**src/rtl/hazard_pkg.sv**
```systemverilog
// Shared types and defaults for the WISC pipeline hazard controller.
package hazard_pkg;

  localparam int REG_W            = 3;
  localparam int PIPE_DEPTH_DEF   = 3;
  localparam int FLUSH_CYCLES_DEF = 2;

  typedef struct packed {
    logic             valid;
    logic [REG_W-1:0] rd;
  } dest_entry_t;

  function automatic logic reg_hit(dest_entry_t e, logic [REG_W-1:0] r);
    return e.valid && (e.rd == r);
  endfunction

endpackage

```
**src/rtl/hazard_dest_pipe.sv**
```systemverilog
// Shift pipe of in-flight destination registers; entry 0 is EX, the last entry is WB.
module hazard_dest_pipe
  import hazard_pkg::*;
#(
  parameter int DEPTH = PIPE_DEPTH_DEF
) (
  input  logic                   clk,
  input  logic                   rst,
  input  logic                   i_freeze,
  input  logic                   i_valid,
  input  logic [REG_W-1:0]       i_rd,
  output logic [DEPTH-1:0]       o_valid,
  output logic [DEPTH*REG_W-1:0] o_rd
);

  dest_entry_t r_pipe [DEPTH];

  always_ff @(posedge clk) begin
    if (rst) begin
      for (int i = 0; i < DEPTH; i++) r_pipe[i] <= '0;
    end else if (!i_freeze) begin
      r_pipe[0] <= {i_valid, i_rd};
      for (int i = 1; i < DEPTH; i++) r_pipe[i] <= r_pipe[i-1];
    end
  end

  always_comb begin
    o_valid = '0;
    o_rd    = '0;
    for (int i = 0; i < DEPTH; i++) begin
      o_valid[i]               = r_pipe[i].valid;
      o_rd[i*REG_W +: REG_W]   = r_pipe[i].rd;
    end
  end

endmodule

```
**src/rtl/hazard_ctrl.sv**
```systemverilog
// Hazard controller: RAW stall detection against pending writes, redirect flush
// sequencing, memory-busy freeze and the sticky halt latch.
module hazard_ctrl
  import hazard_pkg::*;
#(
  parameter int PIPE_DEPTH   = PIPE_DEPTH_DEF,
  parameter int RF_BYPASS    = 1,
  parameter int FLUSH_CYCLES = FLUSH_CYCLES_DEF
) (
  input  logic             clk,
  input  logic             rst,
  input  logic             instr_valid,
  input  logic [REG_W-1:0] Rs,
  input  logic [REG_W-1:0] Rt,
  input  logic             rs_used,
  input  logic             rt_used,
  input  logic [REG_W-1:0] Rd,
  input  logic             reg_write_dec,
  input  logic             halt_dec,
  input  logic             redirect,
  input  logic             mem_stall,
  output logic             haz_stall,
  output logic             pc_hold,
  output logic             flush_if,
  output logic             halted
);

  localparam int CMP_N = PIPE_DEPTH - RF_BYPASS;
  localparam int CNT_W = (FLUSH_CYCLES > 1) ? $clog2(FLUSH_CYCLES) : 1;
  localparam logic [CNT_W-1:0] CNT_LOAD = CNT_W'(FLUSH_CYCLES - 1);

  logic [CNT_W-1:0]            r_flush_cnt;
  logic                        r_halted;
  logic [PIPE_DEPTH-1:0]       w_pipe_valid;
  logic [PIPE_DEPTH*REG_W-1:0] w_pipe_rd;
  dest_entry_t                 w_ent [PIPE_DEPTH];
  logic w_hit_rs, w_hit_rt, w_match, w_flush_active, w_stall, w_accept;
  logic w_push_valid, w_halt_set;

  hazard_dest_pipe #(.DEPTH(PIPE_DEPTH)) u_dest_pipe (
    .clk      (clk),
    .rst      (rst),
    .i_freeze (mem_stall),
    .i_valid  (w_push_valid),
    .i_rd     (Rd),
    .o_valid  (w_pipe_valid),
    .o_rd     (w_pipe_rd)
  );

  // With a write-before-read register file the WB entry is already visible to decode.
  always_comb begin
    w_hit_rs = 1'b0;
    w_hit_rt = 1'b0;
    for (int i = 0; i < PIPE_DEPTH; i++) begin
      w_ent[i] = {w_pipe_valid[i], w_pipe_rd[i*REG_W +: REG_W]};
      if (i < CMP_N) begin
        w_hit_rs = w_hit_rs | reg_hit(w_ent[i], Rs);
        w_hit_rt = w_hit_rt | reg_hit(w_ent[i], Rt);
      end
    end
  end

  assign w_match        = instr_valid & ((rs_used & w_hit_rs) | (rt_used & w_hit_rt));
  assign w_flush_active = (r_flush_cnt != '0) | redirect;
  assign w_stall        = w_match & ~w_flush_active & ~r_halted;
  assign w_accept       = instr_valid & ~w_stall & ~w_flush_active & ~r_halted;
  assign w_push_valid   = reg_write_dec & w_accept;
  assign w_halt_set     = halt_dec & w_accept & ~mem_stall;

  assign haz_stall = ~rst & w_stall;
  assign pc_hold   = ~rst & (w_stall | mem_stall | r_halted);
  assign flush_if  = ~rst & w_flush_active & ~mem_stall;
  assign halted    = ~rst & r_halted;

  // A redirect during an active flush restarts the window rather than extending it.
  always_ff @(posedge clk) begin
    if (rst) begin
      r_flush_cnt <= '0;
      r_halted    <= 1'b0;
    end else begin
      if (!mem_stall) begin
        if (redirect)                r_flush_cnt <= CNT_LOAD;
        else if (r_flush_cnt != '0)  r_flush_cnt <= r_flush_cnt - 1'b1;
      end
      if (w_halt_set) r_halted <= 1'b1;
    end
  end

endmodule
```
**config.mk**
```make
export PLATFORM = sky130hd
export DESIGN_NAME = hazard_ctrl
export DESIGN_NICKNAME = d
export VERILOG_FILES = /design/src/rtl/hazard_pkg.sv /design/src/rtl/hazard_dest_pipe.sv /design/src/rtl/hazard_ctrl.sv
export SDC_FILE = /design/constraint.sdc
export NUM_CORES = 1
export LEC_CHECK = 0
export CORE_MARGIN = 1
export CORE_UTILIZATION = 41
export DETAILED_ROUTE_END_ITERATION = 8
export GPL_TIMING_DRIVEN = 0
export PLACE_DENSITY = 0.72
export SYNTH_ARGS = -nofsm -noshare
export SYNTH_HDL_FRONTEND = slang
export SYNTH_HIERARCHICAL = 1
export SYNTH_SLANG_ARGS = --single-unit
```
**constraint.sdc**
```tcl
create_clock -name clk -period 1.47 [get_ports clk]
set_input_delay 0.3675 -clock clk [delete_from_list [all_inputs] [get_ports clk]]
set_output_delay 0.3675 -clock clk [all_outputs]
set_load 0.005 [all_outputs]
```
==> run metrics <==
1st-pass router iterations 3; io pins 22; die area 0.00177 mm2; die width approximately 42 um; max-slew violation count 0; Die Ht ~42 um; Slew @ Worst Pin between 0.3 and 0.4 ns; Placeable Area roughly 0.0015 mm2; Critical Path AT about 1.5 ns; PwrDens 787 mW/mm2; first-pass GRT wire length 2150 um; CTS Buffer Depth 2; initial antenna violation count 0; Max Cap Viol 0; post-synthesis instance total 55; placed inst area 887 um2; Final #Nets between 100 and 150; Reg clk slew, reported paths around 0.070 ns; All-Layer GR Usage 0.168; slowest stage delay, CP 0.46 ns; Crit path max-delay family flip-flops; crit path max fanout 3; slowest stage cell, crit path edfxtp_1; Root Buffer clkbuf_4; layout cells sized above 1 0.354; failing checks setup timing; setup violators final 3; Setup TNS Final -0.857 ns; Internal Pwr Total approximately 0.57 mW; CTS tree done; Synthesis Warnings 6; f_max between 500 and 600 MHz; initial core utilization 0.436; Inserted Clock Buffers 3; vias in the first global route roughly 510; vias per cell 5.12; Sequential Power Share 0.465; RSZ-0062 raised after global routing true; Synth Net Count 73; Avg Cell Area, Syn ~12 um2; Placed Cells between 90 and 100; FILL cells 135; drt wl/cell 13.1 um; Buf+Inv Stages, Crit Path 1; status finished, violations left; crit share post-route 1.28; fin worst setup slack -0.415 ns; Design Area, Final about 940 um2; GP Congestion 0.696; CP Launch Type flip-flop; FP Rows 14; final core utilization 0.624; post-cts hold buffer count 0; DRT antenna net count 0; Initial DRC Count 3; total power roughly 0.74 mW; Post-route DRC 0; Clock Skew roughly 0.0056 ns; critical path class flip-flop to primary output; switching share of power 0.231; Final min period between 1.5 and 2 ns; Post-DP HPWL 1010 um; CP required about 1.1 ns; Fin Hold WS 0.375 ns; # diodes 0; largest net degree at the start of global routing 9; total number of vias ~500; P&R area growth vs syn 43.0%; area occupied by multi-input gates roughly 380 um2; register area about 280 um2; leakage around 0.36 nW; clock power share 0.328; H-tree Lvls 1; gr ovfl total 0; slew margin rel. 0.759; Min-Delay Path Class primary input to flip-flop; Skew-Pair Late Insertion Delay 0.26 ns; WL final between 1000 and 1500 um; share of power burned in combinational logic 0.206; TritonCTS Sinks 10; CP cell instances xnor2_2, nand4_1, a21oi_2, a31oi_2, a21oi_1, buf_2; CP Capture Type primary output; synthesized area between 600 and 700 um2; dpl ws -1.05 ns; PortBufs 21; VDD IR max 0.570 mV; Fin. Hold Viols 0; Psw approximately 0.17 mW; Layout Cells excl Fill 98
==> placed cells by master, fill, tap and decap left out, drive strengths merged <==
| cell type | instances |
|---|---|
| buf | 7 |
| nor2 | 4 |
| clkdlybuf4s15 | 2 |
| nor2b | 1 |
| a21oi | 2 |
| dfxtp | 2 |
| nand2 | 3 |
| edfxtp | 8 |
| a31o | 1 |
| a31oi | 1 |
| nor3b | 9 |
| nor4b | 1 |
| clkdlybuf4s50 | 7 |
| clkbuf | 4 |
| a22oi | 1 |
| nor3 | 1 |
| xnor2 | 12 |
| nand4 | 4 |
| nand2b | 1 |
| dlygate4sd2 | 9 |
| mux2i | 1 |
| and3 | 1 |
==> layer usage <==
metal	up-vias	global-route usage	part of all wire
met5	-	0	0
met4	0	0.125	0.026
met3	4	0.0172	0.030
met2	11	0.259	0.49
met1	226	0.217	0.45
li1	261	-	-
==> power groups by stage <==
stage	combinational (mW)	sequential, mW	clock (mW)
after floorplan	0.0808	0.345	0
after global placement	0.153	0.348	0
after detailed placement	0.156	0.350	0
after CTS	0.150	0.344	0.247
after global routing	0.167	0.347	0.260
final	0.153	0.344	0.243
==> path summary, 6_finish.rpt <==
kind	slack, ns	cells past startpoint	to	start
min	0.38	2	r_flush_cnt	rst
max reg2reg	-0.08	6	u_dest_pipe/r_pipe[0][3]	u_dest_pipe/r_pipe[0][0]
min reg2reg	0.54	2	r_flush_cnt	r_flush_cnt
max	-0.42	6	pc_hold	u_dest_pipe/r_pipe[0][0]
==> what timing repair did <==
item / in CTS / in global routing
hold endpoints to repair: 0 / 0
endpoints found under the setup margin: 5 / 3
pin swaps: 8 / 5
gates resized for setup: 31 / 4
setup buffers: 2 / 0
==> state kept, by name, summed over array words and instances (netlist names) <==
| signal | flops |
|---|---|
| u_dest_pipe/r_pipe | 8 |
| r_flush_cnt | 1 |
| r_halted | 1 |
==> worst reg2reg max path: cells and delay by family, from the launching register on <==
kind             cells  cell delay [ns]
AO/OA/AOI/OAI        1             0.26
AND/OR/NAND/NOR      4             0.52
XOR/XNOR             1             0.17
flip-flops           1             0.46
==> final cells by class <==
type / count / area share
Tap cell: 16 / 0.0213
Timing Repair Buffer: 23 / 0.214
Sequential cell: 10 / 0.301
Buffer: 2 / 0.0240
Multi-Input combinational cell: 43 / 0.401
Clock buffer: 4 / 0.0386
Note: power is estimated with default switching activity, not from simulation.
